### src/rtl/spi_pkg.sv
// Shared types and defaults for the SPI transmitter arbiter and its helpers.
package spi_pkg;

    localparam int SPI_DATA_W         = 12;
    localparam int LAUNCH_TIMEOUT_DEF = 400;
    localparam int FRAME_TIMEOUT_DEF  = 3000;

    typedef enum logic [1:0] {
        IDLE      = 2'd0,
        LAUNCH    = 2'd1,
        WAIT_DONE = 2'd2,
        DONE      = 2'd3
    } arb_state_e;

endpackage

### src/rtl/spi_tx_arbiter_rr_pick.sv
// Combinational round-robin selector: first set request at or after rr_ptr, wrapping upward.
module rr_pick #(
    parameter int N = 4,
    localparam int IW = $clog2(N)
) (
    input  logic [N-1:0]  req,
    input  logic [IW-1:0] rr_ptr,
    output logic          valid,
    output logic [IW-1:0] index
);

    logic [IW:0]   sum;
    logic [IW-1:0] idx;

    // Walk offsets from farthest to nearest so the nearest set request wins.
    always_comb begin
        valid = 1'b0;
        index = '0;
        sum   = '0;
        idx   = '0;
        for (int k = N - 1; k >= 0; k--) begin
            sum = {1'b0, rr_ptr} + (IW + 1)'(k);
            if (sum >= (IW + 1)'(N)) begin
                sum = sum - (IW + 1)'(N);
            end
            idx = sum[IW-1:0];
            if (req[idx]) begin
                valid = 1'b1;
                index = idx;
            end
        end
    end

endmodule

### src/rtl/spi_tx_arbiter.sv
// Round-robin arbiter sharing one SPI transmitter between NUM_REQ requesters;
// frame completion is tracked through the transmitter's active-low cs.
module spi_tx_arbiter #(
    parameter int NUM_REQ        = 4,
    parameter int DATA_W         = spi_pkg::SPI_DATA_W,
    parameter int LAUNCH_TIMEOUT = spi_pkg::LAUNCH_TIMEOUT_DEF,
    parameter int FRAME_TIMEOUT  = spi_pkg::FRAME_TIMEOUT_DEF,
    localparam int IW = $clog2(NUM_REQ)
) (
    input  logic                      clk,
    input  logic                      rst,
    input  logic [NUM_REQ-1:0]        req,
    input  logic [NUM_REQ*DATA_W-1:0] req_data,
    output logic [NUM_REQ-1:0]        ack,
    output logic [NUM_REQ-1:0]        err,
    output logic                      spi_new_data,
    output logic [DATA_W-1:0]         spi_data_in,
    input  logic                      spi_cs,
    output logic                      busy,
    output logic [IW-1:0]             grant_id,
    output logic [1:0]                state_dbg
);

    import spi_pkg::*;

    localparam int TMAX = (LAUNCH_TIMEOUT > FRAME_TIMEOUT) ? LAUNCH_TIMEOUT : FRAME_TIMEOUT;
    localparam int TW   = $clog2(TMAX) + 1;

    arb_state_e          state_q, state_d;
    logic                ok_q, ok_d;
    logic [TW-1:0]       timer_q;
    logic [IW-1:0]       rr_ptr_q;
    logic [DATA_W-1:0]   data_q;
    logic [IW-1:0]       grant_q;
    logic                cs_s1, cs_s2;
    logic                pick_valid;
    logic [IW-1:0]       pick_idx;
    logic [DATA_W-1:0]   pick_data;
    logic [NUM_REQ-1:0]  grant_oh;

    rr_pick #(.N(NUM_REQ)) u_pick (
        .req    (req),
        .rr_ptr (rr_ptr_q),
        .valid  (pick_valid),
        .index  (pick_idx)
    );

    always_comb begin
        pick_data = '0;
        for (int i = 0; i < NUM_REQ; i++) begin
            if (pick_idx == IW'(i)) begin
                pick_data = req_data[i*DATA_W +: DATA_W];
            end
        end
    end

    // Handshake: a requester holds req until it sees its one-cycle ack (sent) or err (aborted);
    // the frame data is captured at grant, so later req_data changes do not affect it.
    always_comb begin
        state_d = state_q;
        ok_d    = ok_q;
        unique case (state_q)
            IDLE: begin
                if (pick_valid) state_d = LAUNCH;
            end
            LAUNCH: begin
                if (!cs_s2) begin
                    state_d = WAIT_DONE;
                end else if (timer_q == TW'(LAUNCH_TIMEOUT - 1)) begin
                    state_d = DONE;
                    ok_d    = 1'b0;
                end
            end
            WAIT_DONE: begin
                if (cs_s2) begin
                    state_d = DONE;
                    ok_d    = 1'b1;
                end else if (timer_q == TW'(FRAME_TIMEOUT - 1)) begin
                    state_d = DONE;
                    ok_d    = 1'b0;
                end
            end
            DONE: begin
                state_d = IDLE;
            end
            default: state_d = IDLE;
        endcase
    end

    always_ff @(posedge clk) begin
        if (rst) begin
            state_q  <= IDLE;
            ok_q     <= 1'b0;
            timer_q  <= '0;
            rr_ptr_q <= '0;
            data_q   <= '0;
            grant_q  <= '0;
            cs_s1    <= 1'b1;
            cs_s2    <= 1'b1;
        end else begin
            cs_s1   <= spi_cs;
            cs_s2   <= cs_s1;
            state_q <= state_d;
            ok_q    <= ok_d;
            if (state_d != state_q) begin
                timer_q <= '0;
            end else if (timer_q != {TW{1'b1}}) begin
                timer_q <= timer_q + 1'b1;
            end
            if (state_q == IDLE && pick_valid) begin
                grant_q <= pick_idx;
                data_q  <= pick_data;
            end
            // The serviced requester drops to lowest priority.
            if (state_q == DONE) begin
                if (grant_q == IW'(NUM_REQ - 1)) rr_ptr_q <= '0;
                else                             rr_ptr_q <= grant_q + 1'b1;
            end
        end
    end

    assign grant_oh     = NUM_REQ'(1) << grant_q;
    assign ack          = (state_q == DONE && ok_q)  ? grant_oh : '0;
    assign err          = (state_q == DONE && !ok_q) ? grant_oh : '0;
    assign spi_new_data = (state_q == LAUNCH);
    assign spi_data_in  = data_q;
    assign busy         = (state_q != IDLE);
    assign grant_id     = grant_q;
    assign state_dbg    = state_q;

endmodule

### config.mk
export PLATFORM = sky130hd
export DESIGN_NAME = spi_tx_arbiter
export DESIGN_NICKNAME = d
export VERILOG_FILES = /design/src/rtl/spi_pkg.sv /design/src/rtl/spi_tx_arbiter_rr_pick.sv /design/src/rtl/spi_tx_arbiter.sv
export SDC_FILE = /design/constraint.sdc
export NUM_CORES = 1
export LEC_CHECK = 0
export BUFFER_PORTS_ARGS = -buffer_cell sky130_fd_sc_hd__buf_2
export CELL_PAD_IN_SITES_DETAIL_PLACEMENT = 0
export CELL_PAD_IN_SITES_GLOBAL_PLACEMENT = 1
export CORE_MARGIN = 2
export CORE_UTILIZATION = 37
export CTS_CLUSTER_DIAMETER = 150
export CTS_CLUSTER_SIZE = 40
export DETAILED_ROUTE_END_ITERATION = 10
export HOLD_SLACK_MARGIN = 0.08
export PLACE_DENSITY = 0.85
export SLEW_MARGIN = 20
export SYNTH_ARGS = -nofsm -noshare
export SYNTH_HDL_FRONTEND = slang
export SYNTH_HIERARCHICAL = 1
export SYNTH_SLANG_ARGS = --single-unit
### constraint.sdc
create_clock -name clk -period 5.5 [get_ports clk]
set_input_delay 0.55 -clock clk [delete_from_list [all_inputs] [get_ports clk]]
set_output_delay 0.55 -clock clk [all_outputs]
set_load 0.1 [all_outputs]
==> results.cfg <==
[run_status]
status = complete, no violations

[global_routing]
grt.overflow.total = 0
grt_pass1_vias = 1774
gr-usage-all-layers_pct = 17.1
grt_max_degree = 23
grt_pass1_wl_mm = 8.36
antenna_found_initial = 0

[placed_design]
placed_cells = 364
hpwl_mm = 3.72
portBuffers = 80
place_congestion = 0.777

[cells_and_area]
final_common_cell = buf_2
fin_cells = 371
post-route-util_pct = 49.0
mostFrequentLayoutCells = 80 x buf_2, 43 x nand2_1, 34 x dfxtp_1
n_antenna_cell = 0
fin_nets = 361
syn2layout_area_growth_pct = 26.4
fillers = 502
drive_above_1_share_pct = 37.5

[synthesis]
synthMuxAreaShare_pct = 16.0
avgSynthCellArea_um2 = 8.84
syn_nets = 287
synth_xor_area_share_pct = 1.31
yosys_register_bits = 34
netlist.top_cell.by_area = dfxtp_1
ys_top_cells_by_area = dfxtp_1 34%, mux4_2 13%, nand2_1 8.0%, a21oi_1 5.0%, nor2_1 4.1%
synth_compound_area_share_pct = 13.5
synth_cell_type_count = 43
synth_top_area_share_pct = 33.9
yosys_warnings = 6
synth_top_family_by_area = simple AND/OR/NAND/NOR gates
synth_fa_ha_area_share_pct = 3.12
synth_sequential_area_ratio_pct = 33.9
synth_area_mm2 = 0.00201
synthSimpleGateAreaFrac_pct = 27.4
synth_cells = 227

[setup_path]
worstReg2RegEnd = spi_data_in[6]
cp_num_buf_inv = 1
cp_data_required_time_ps = 4950
worst_path_largest_cell_delay_ps = 560
regToRegSetupSlack_ps = 3400
cpMaxStageDelayCell = dfxtp_1
start_kind = flip-flop
crit_end = err[0]
timing.rr.start = rr_ptr_q[0]
cp-end-kind = primary output
worstSetupStartpoint = state_dbg[0]
arrival_ps = 1590
crit_family = flip-flops
critPathKind = reg2out
path_cells = nand2b_1, nor2_1, buf_2
crit_fanout = 11
reg2reg_depth = 6
path_depth = 3

[sta]
setup_viol = 0
rsz0062_at_grt = false
period_share_pct = 38.9
relSlewSlack_pct = 34.6
worst_pin_slew_ps = 977
finalMaxSlewViolations = 0
hold_viol_final = 0
fin_crit_ps = 2140
whs_ps = 410
tns_ps = 0
finClkSkew_ps = 4.23
fmax_mhz = 468

[clock_network]
clockBufferDepth = 2
cts_resized = 0
cts_max_level = 2
worst_skew_pair.late_latency_ps = 290
path_clk_slew_ps = 70
numCtsBuffers = 5
cts.sinks = 34
post_cts_buffers = 0
cts_hold_buf = 0
tritoncts = yes
cts_root_buf = clkbuf_8

[floorplan]
row_count = 26
die_area_mm2 = 0.00603
die_w_um = 77.6
core_area_mm2 = 0.00517
start_util_pct = 38.8
die_h_um = 77.6
num_io_pins = 81

[run]
cap_violations = 0

[power_and_ir_drop]
power.leakage_nw = 1.06
ir_drop_mv = 0.130
powerDensity_mw_per_mm2 = 267

[detailed_routing]
drt_wl_total_mm = 4.92
vias = 1930
ant_nets = 0
wl_per_cell_um = 13.3
firstDrtPassIters = 4
drt_iter0_markers = 132
viasPerCell = 5.20
drc = 0

[min_path]
hold_path.class = reg2reg
[worst min path at each step]
stage | startpoint | to | slack (ps) | cells past startpoint
floorplan | cs_s1 | cs_s2 | 390 | 1
global placement | cs_s1 | cs_s2 | 390 | 1
detailed placement | cs_s1 | cs_s2 | 390 | 1
CTS | cs_s1 | cs_s2 | 410 | 1
global route | cs_s1 | cs_s2 | 440 | 1
finish | cs_s1 | cs_s2 | 410 | 1
[cells by family after synthesis]
| family | after synthesis |
|---|---|
| mux | 17 |
| flops | 34 |
| fa+ha+maj | 5 |
| xor+xnor | 3 |
| compound gates | 40 |
| simple gates | 110 |
| buf+inv | 18 |
[power breakdown]
group	internal (mW)	total, mW	switching, mW	leakage, nW
sequential	0.258	0.268	0.0100	0.278
clock	0.145	0.234	0.0891	0.0573
combinational	0.0501	0.175	0.125	0.723
[final cells by class]
cell class | instances | area (um^2) | share of cell area [%]
tap | 70 | 87.6 | 3.46
timing repair buffer | 81 | 408 | 16.1
inverter | 4 | 15.0 | 0.592
clock buffer | 6 | 82.6 | 3.26
clock inverter | 1 | 30.0 | 1.18
sequential | 34 | 681 | 26.9
multi-input combinational | 175 | 1230 | 48.6
[synth_stat cells (all sizes together)]
| cell | instances |
|---|---|
| a22oi | 2 |
| a211o | 1 |
| and3 | 5 |
| nor4bb | 1 |
| o31ai | 1 |
| nand2b | 4 |
| or3 | 3 |
| a2111oi | 2 |
| nor2 | 22 |
| a211oi | 7 |
| nor4b | 2 |
| nor3 | 7 |
| o21ai | 2 |
| and2 | 1 |
| or2 | 2 |
| buf | 7 |
| nor4 | 1 |
| mux4 | 12 |
| a21o | 1 |
| nand3 | 6 |
| nor3b | 2 |
| o211ai | 1 |
| xor2 | 3 |
| nand4 | 7 |
| nand2 | 43 |
| o2111ai | 2 |
| mux2i | 4 |
| mux2 | 1 |
| dfxtp | 34 |
| inv | 4 |
| and4 | 4 |
| a31oi | 1 |
| ha | 5 |
| a21oi | 20 |
| clkbuf | 7 |
[per-stage QoR]
step	worst slack, ps	total power [mW]	area [um^2]
2_1_floorplan	2240	0.409	2010
3_3_place_gp	3120	0.448	2420
3_5_place_dp	3080	0.450	2420
4_1_cts	3350	0.685	2530
5_1_grt	3180	0.705	2530
6_report	3360	0.677	2530
[state kept, by name, summed over array words and instances (netlist names)]
register,flops
state_dbg,2
cs_s2,1
ok_q,1
rr_ptr_q,2
timer_q,13
grant_id,2
spi_data_in,12
cs_s1,1
[metal layers]
metal	track usage [%]	part of all wire [%]	wire (um)
met1	21.1	44	2170
met4	7.50	2.0	97
met3	5.47	7.5	367
met5	0	0	0
met2	27.4	46	2280
Power figures use the tool's default switching activity.
